===== src/rtl/wb_cmd_master.sv =====
// Wishbone classic-cycle initiator: queues single-beat read/write commands and
// returns one response per bus transaction. Optional watchdog: WB_CMD_MASTER_TIMEOUT_EN.
module wb_cmd_master #(
  parameter int WB_ADDRESS_WIDTH = 32,
  parameter int WB_DATA_WIDTH    = 32,
  parameter int CMD_DEPTH        = 4,
  parameter int TIMEOUT_CYCLES   = 255
) (
  input  logic                          clk,
  input  logic                          rst,
  input  logic                          cmd_valid,
  output logic                          cmd_ready,
  input  logic                          cmd_we,
  input  logic [WB_ADDRESS_WIDTH-1:0]   cmd_adr,
  input  logic [WB_DATA_WIDTH-1:0]      cmd_dat,
  input  logic [WB_DATA_WIDTH/8-1:0]    cmd_sel,
  output logic                          rsp_valid,
  input  logic                          rsp_ready,
  output logic [WB_DATA_WIDTH-1:0]      rsp_dat,
  output logic                          rsp_err,
  output logic                          wb_cyc,
  output logic                          wb_stb,
  output logic                          wb_we,
  output logic [WB_ADDRESS_WIDTH-1:0]   wb_adr,
  output logic [WB_DATA_WIDTH-1:0]      wb_dat_w,
  output logic [WB_DATA_WIDTH/8-1:0]    wb_sel,
  input  logic [WB_DATA_WIDTH-1:0]      wb_dat_r,
  input  logic                          wb_ack,
  input  logic                          wb_err,
  output logic                          busy
);

  localparam int SW = WB_DATA_WIDTH / 8;
  localparam int AW = $clog2(CMD_DEPTH);

  typedef enum logic [1:0] {S_IDLE, S_BUS, S_RSP} state_t;

  state_t r_state;
  state_t w_stateNext;

  logic                        r_memWe  [CMD_DEPTH];
  logic [WB_ADDRESS_WIDTH-1:0] r_memAdr [CMD_DEPTH];
  logic [WB_DATA_WIDTH-1:0]    r_memDat [CMD_DEPTH];
  logic [SW-1:0]               r_memSel [CMD_DEPTH];

  logic [AW:0] r_wrPtr;
  logic [AW:0] r_rdPtr;
  logic [AW:0] w_wrPtrNext;
  logic [AW:0] w_rdPtrNext;
  logic        w_push;
  logic        w_pop;
  logic        w_empty;
  logic        w_fullNext;
  logic        r_cmdReady;

  logic                        r_wbCyc;
  logic                        r_wbStb;
  logic                        r_wbWe;
  logic [WB_ADDRESS_WIDTH-1:0] r_wbAdr;
  logic [WB_DATA_WIDTH-1:0]    r_wbDat;
  logic [SW-1:0]               r_wbSel;
  logic                        r_rspValid;
  logic [WB_DATA_WIDTH-1:0]    r_rspDat;
  logic                        r_rspErr;

  logic                        w_wbCycNext;
  logic                        w_wbStbNext;
  logic                        w_wbWeNext;
  logic [WB_ADDRESS_WIDTH-1:0] w_wbAdrNext;
  logic [WB_DATA_WIDTH-1:0]    w_wbDatNext;
  logic [SW-1:0]               w_wbSelNext;
  logic                        w_rspValidNext;
  logic [WB_DATA_WIDTH-1:0]    w_rspDatNext;
  logic                        w_rspErrNext;
  logic                        w_load;
  logic                        w_timeout;
  logic                        w_done;

  assign w_push      = cmd_valid && r_cmdReady;
  assign w_empty     = (r_wrPtr == r_rdPtr);
  assign w_wrPtrNext = r_wrPtr + {{AW{1'b0}}, w_push};
  assign w_rdPtrNext = r_rdPtr + {{AW{1'b0}}, w_pop};
  // cmd_ready is registered from the post-edge occupancy so it never depends on cmd_valid.
  assign w_fullNext  = (w_wrPtrNext[AW] != w_rdPtrNext[AW]) &&
                       (w_wrPtrNext[AW-1:0] == w_rdPtrNext[AW-1:0]);

  always_ff @(posedge clk) begin
    if (w_push) begin
      r_memWe[r_wrPtr[AW-1:0]]  <= cmd_we;
      r_memAdr[r_wrPtr[AW-1:0]] <= cmd_adr;
      r_memDat[r_wrPtr[AW-1:0]] <= cmd_dat;
      r_memSel[r_wrPtr[AW-1:0]] <= cmd_sel;
    end
  end

  always_ff @(posedge clk or posedge rst) begin
    if (rst) begin
      r_wrPtr    <= '0;
      r_rdPtr    <= '0;
      r_cmdReady <= 1'b0;
    end else begin
      r_wrPtr    <= w_wrPtrNext;
      r_rdPtr    <= w_rdPtrNext;
      r_cmdReady <= !w_fullNext;
    end
  end

`ifdef WB_CMD_MASTER_TIMEOUT_EN
  localparam int TW = (TIMEOUT_CYCLES > 1) ? $clog2(TIMEOUT_CYCLES + 1) : 1;

  logic [TW-1:0] r_toCnt;

  // Counter reads k-1 at the k-th BUS edge, so the bus is held exactly TIMEOUT_CYCLES cycles.
  assign w_timeout = (r_state == S_BUS) && !wb_ack && !wb_err &&
                     (r_toCnt == TW'(TIMEOUT_CYCLES - 1));

  always_ff @(posedge clk or posedge rst) begin
    if (rst) begin
      r_toCnt <= '0;
    end else if (w_load) begin
      r_toCnt <= '0;
    end else if ((r_state == S_BUS) && !wb_ack && !wb_err) begin
      r_toCnt <= r_toCnt + TW'(1);
    end
  end
`else
  // Never true for a legal TIMEOUT_CYCLES: without the watchdog the bus waits indefinitely.
  assign w_timeout = (TIMEOUT_CYCLES < 0);
`endif

  assign w_done = wb_ack || wb_err || w_timeout;

  always_ff @(posedge clk or posedge rst) begin
    if (rst) begin
      r_state <= S_IDLE;
    end else begin
      r_state <= w_stateNext;
    end
  end

  always_comb begin
    w_stateNext    = r_state;
    w_load         = 1'b0;
    w_pop          = 1'b0;
    w_wbCycNext    = r_wbCyc;
    w_wbStbNext    = r_wbStb;
    w_wbWeNext     = r_wbWe;
    w_wbAdrNext    = r_wbAdr;
    w_wbDatNext    = r_wbDat;
    w_wbSelNext    = r_wbSel;
    w_rspValidNext = r_rspValid;
    w_rspDatNext   = r_rspDat;
    w_rspErrNext   = r_rspErr;

    case (r_state)
      S_IDLE: begin
        if (!w_empty) begin
          w_load      = 1'b1;
          w_stateNext = S_BUS;
        end
      end
      S_BUS: begin
        if (w_done) begin
          w_wbCycNext    = 1'b0;
          w_wbStbNext    = 1'b0;
          w_wbWeNext     = 1'b0;
          w_wbAdrNext    = '0;
          w_wbDatNext    = '0;
          w_wbSelNext    = '0;
          w_rspValidNext = 1'b1;
          // Simultaneous ack+err and a timeout both count as errors with no data.
          w_rspErrNext   = wb_err || !wb_ack;
          w_rspDatNext   = (!r_wbWe && wb_ack && !wb_err) ? wb_dat_r : '0;
          w_stateNext    = S_RSP;
        end
      end
      S_RSP: begin
        if (rsp_ready) begin
          w_rspValidNext = 1'b0;
          w_rspDatNext   = '0;
          w_rspErrNext   = 1'b0;
          if (!w_empty) begin
            w_load      = 1'b1;
            w_stateNext = S_BUS;
          end else begin
            w_stateNext = S_IDLE;
          end
        end
      end
      default: begin
        w_stateNext = S_IDLE;
      end
    endcase

    if (w_load) begin
      w_pop       = 1'b1;
      w_wbCycNext = 1'b1;
      w_wbStbNext = 1'b1;
      w_wbWeNext  = r_memWe[r_rdPtr[AW-1:0]];
      w_wbAdrNext = r_memAdr[r_rdPtr[AW-1:0]];
      w_wbDatNext = r_memDat[r_rdPtr[AW-1:0]];
      w_wbSelNext = r_memSel[r_rdPtr[AW-1:0]];
    end
  end

  always_ff @(posedge clk or posedge rst) begin
    if (rst) begin
      r_wbCyc    <= 1'b0;
      r_wbStb    <= 1'b0;
      r_wbWe     <= 1'b0;
      r_wbAdr    <= '0;
      r_wbDat    <= '0;
      r_wbSel    <= '0;
      r_rspValid <= 1'b0;
      r_rspDat   <= '0;
      r_rspErr   <= 1'b0;
    end else begin
      r_wbCyc    <= w_wbCycNext;
      r_wbStb    <= w_wbStbNext;
      r_wbWe     <= w_wbWeNext;
      r_wbAdr    <= w_wbAdrNext;
      r_wbDat    <= w_wbDatNext;
      r_wbSel    <= w_wbSelNext;
      r_rspValid <= w_rspValidNext;
      r_rspDat   <= w_rspDatNext;
      r_rspErr   <= w_rspErrNext;
    end
  end

  assign cmd_ready = r_cmdReady;
  assign wb_cyc    = r_wbCyc;
  assign wb_stb    = r_wbStb;
  assign wb_we     = r_wbWe;
  assign wb_adr    = r_wbAdr;
  assign wb_dat_w  = r_wbDat;
  assign wb_sel    = r_wbSel;
  assign rsp_valid = r_rspValid;
  assign rsp_dat   = r_rspDat;
  assign rsp_err   = r_rspErr;
  assign busy      = !w_empty || (r_state != S_IDLE);

endmodule


===== config.mk =====
export PLATFORM = sky130hd
export DESIGN_NAME = wb_cmd_master
export DESIGN_NICKNAME = d
export VERILOG_FILES = /design/src/rtl/wb_cmd_master.sv
export SDC_FILE = /design/constraint.sdc
export NUM_CORES = 1
export LEC_CHECK = 0
export CAP_MARGIN = 20
export CORE_UTILIZATION = 54
export CTS_CLUSTER_DIAMETER = 200
export DETAILED_ROUTE_END_ITERATION = 12
export GPL_TIMING_DRIVEN = 1
export PLACE_DENSITY = 0.88
export REMOVE_ABC_BUFFERS = 1
export SYNTH_ARGS = -nofsm -noshare
export SYNTH_HDL_FRONTEND = slang
export SYNTH_SLANG_ARGS = --single-unit

===== constraint.sdc =====
create_clock -name clk -period 8.7 [get_ports clk]
set_input_delay 1.74 -clock clk [delete_from_list [all_inputs] [get_ports clk]]
set_output_delay 1.74 -clock clk [all_outputs]
set_load 0.1 [all_outputs]

==> metrics.cfg <==
[sta]
min_period_ps = 4566
finalCritPeriodShare_pct = 52.48
finalClockSkew_ps = 11.35
tightest_slew_ps = 1053
max_freq_mhz = 219.0
rsz0062_at_grt = no
drv_slew = 0
setup_viol = 0
hold_viol = 0
timing.slew.headroom_pct = 29.59
tns_ps = 0
setup_slack_ps = 4134

[floorplan]
rows = 60
die_w_um = 167.5
ios = 214
core-area_mm2 = 0.02695
start_util_pct = 54.90
die_area_mm2 = 0.02806
chipHeight_um = 167.5

[cts]
clk_pin_slew_ps = 60
numCtsBuffers = 39
cts_resized = 0
cts_hold_buf = 0
clock_path_buffers = 3
cts_setup_buffers = 0
cts_htree_levels = 2
clock-sinks = 389
cts_root_buf = clkbuf_16
cts_tree = built
worstSkewPairLatency_ps = 510

[status]
outcome = finished, final reports clean

[drt]
wire_per_inst_um = 21.48
routed_wl_um = 29570
vias_per_cell = 5.705
remaining_drc_errors = 0
num_vias = 7856
drtAntennaViolNets = 0
drtIter0Drc = 650
firstDrtPassIters = 8

[global_route]
grt_pass1_wl_um = 46160
grt_pass1_vias = 8403
track_usage_pct = 21.60
overflow = 0
antenna_found_initial = 0
grt_max_degree = 77

[synth]
yosysUniqueCellTypes = 30
synth_area_mm2 = 0.01480
async_flop_share_pct = 29.05
yosysSeqAreaShare_pct = 75.13
synth_edf_count = 276
synth_top_flop_cell = edfxtp_1
ys_ff_latch = 389
synth_cells = 782
yosys_warnings = 0
syn_avg_cell_area_um2 = 18.92

[finish]
drive_gt1_share_pct = 14.59
nNetsFinal = 1116
final_common_cell = edfxtp_1
area_growth_syn_to_layout_pct = 24.97
layout_common_cells = edfxtp_1 (276), clkdlybuf4s50_1 (213), dfrtp_1 (111), inv_1 (72)
fin_area_mm2 = 0.01849
nFillCells = 1702

[placement]
place_congestion = 0.7341
detailedPlace.worstSlack_ps = 4242
io_buffers = 213
placed_cell_area_mm2 = 0.01724
dp_hpwl_um = 17620

[setup_path]
slowest_stage = clkdlybuf4s50_1
cp_max_fo = 31
required_ps = 6960
endpoint_kind = output port
crit_chain = xnor2_1, nand4_1, clkdlybuf4s50_1
slowest_delay_ps = 1140
startpoint_type = register
worstPathArrival_ps = 2830
reg2reg_setup_slack_ps = 5550
path_class = register to output port

[job]
maxCapViolations = 0

[min_path]
hold_path_class = register to register

## synth_stat cells (2+ instances only)
cell type | instances | area [um2]
clkbuf_1 | 20 | 75.07
o21ai_0 | 60 | 300.3
mux2i_1 | 69 | 690.7
dfrtp_1 | 113 | 2828
xnor2_1 | 4 | 35.03
o21ai_1 | 12 | 60.06
nand2b_1 | 2 | 12.51
ha_1 | 4 | 50.05
xor2_1 | 4 | 35.03
nand2_1 | 3 | 11.26
buf_6 | 9 | 101.4
buf_2 | 15 | 75.07
buf_4 | 2 | 15.01
inv_1 | 73 | 274.0
a22o_1 | 32 | 280.3
nor3b_1 | 2 | 15.01
nor2_1 | 2 | 7.510
edfxtp_1 | 276 | 8288
mux4_2 | 69 | 1554
## registers in the layout, indices dropped and copies added (netlist names)
name,flops
r_memAdr,128
r_memDat,128
r_memWe,4
r_state,2
wb_stb,1
r_memSel,16
r_wrPtr,3
wb_dat_w,32
rsp_err,1
cmd_ready,1
r_rdPtr,3
rsp_valid,1
wb_sel,4
rsp_dat,32
wb_adr,32
wb_we,1
## worst max-delay path, delay by kind of cell, from the launching register on
family | cells | cell delay, ps
XOR/XNOR | 1 | 200
flip-flops | 1 | 840
AND/OR/NAND/NOR | 1 | 130
buffers and inverters | 1 | 1140
## per-layer routing
layer  track usage, %  part of all wire, %  vias to the layer above
met1            27.69                   41                     4045
met2            37.46                   50                      311
met3            4.467                  6.7                       47
met4            6.143                  2.0                        0
met5                0                    0                        -
li1                 -                    -                     3453
## logic make-up after synthesis
logic type                 count (synthesis)  synth area share (%)
xor gates and xnor gates                   8                0.4735
muxes                                    138                 15.17
AOI/OAI and AO/OA                        109                 4.617
DFF                                      389                 75.13
buffers and inverters                    119                 3.653
and+or+nand+nor                           15                0.6174
adders and majority gates                  4                0.3383
## per-stage QoR
stage               cells  util [%]  hold slack (ps)
CTS                  1374     68.39            508.3
detailed placement   1303     63.97            491.0
global placement     1303     63.97            487.6
finish               1377     68.61            505.9
floorplan             736         -            493.3
global route         1376     68.60            520.6
## layout make-up
type | count | area (um2) | share of cell area (%)
diodes | 1 | 2.502 | 0.01353
repair buffers | 228 | 2285 | 12.36
clock inverters | 17 | 77.57 | 0.4195
well taps | 341 | 426.7 | 2.307
multi-input cells | 274 | 3184 | 17.22
clock buffers | 54 | 1115 | 6.029
flip-flops and latches | 389 | 11120 | 60.16
inverters | 73 | 276.5 | 1.495
## worst paths after layout
kind / depth (start not counted) / end / from
max in group asynchronous: 4 / r_rdPtr[1] / rst
worst min-delay path: 1 / rsp_dat[30] / rsp_dat[30]
worst max-delay path: 3 / busy / r_rdPtr[0]
worst max register to register: 9 / cmd_ready / r_rdPtr[0]
worst min register to register: 1 / rsp_dat[30] / rsp_dat[30]
min in group asynchronous: 2 / rsp_dat[13] / rst
Power is left out: the tool's default activity adds up to more than one toggle a clock period on the data nets, which glitch-free logic cannot reach.
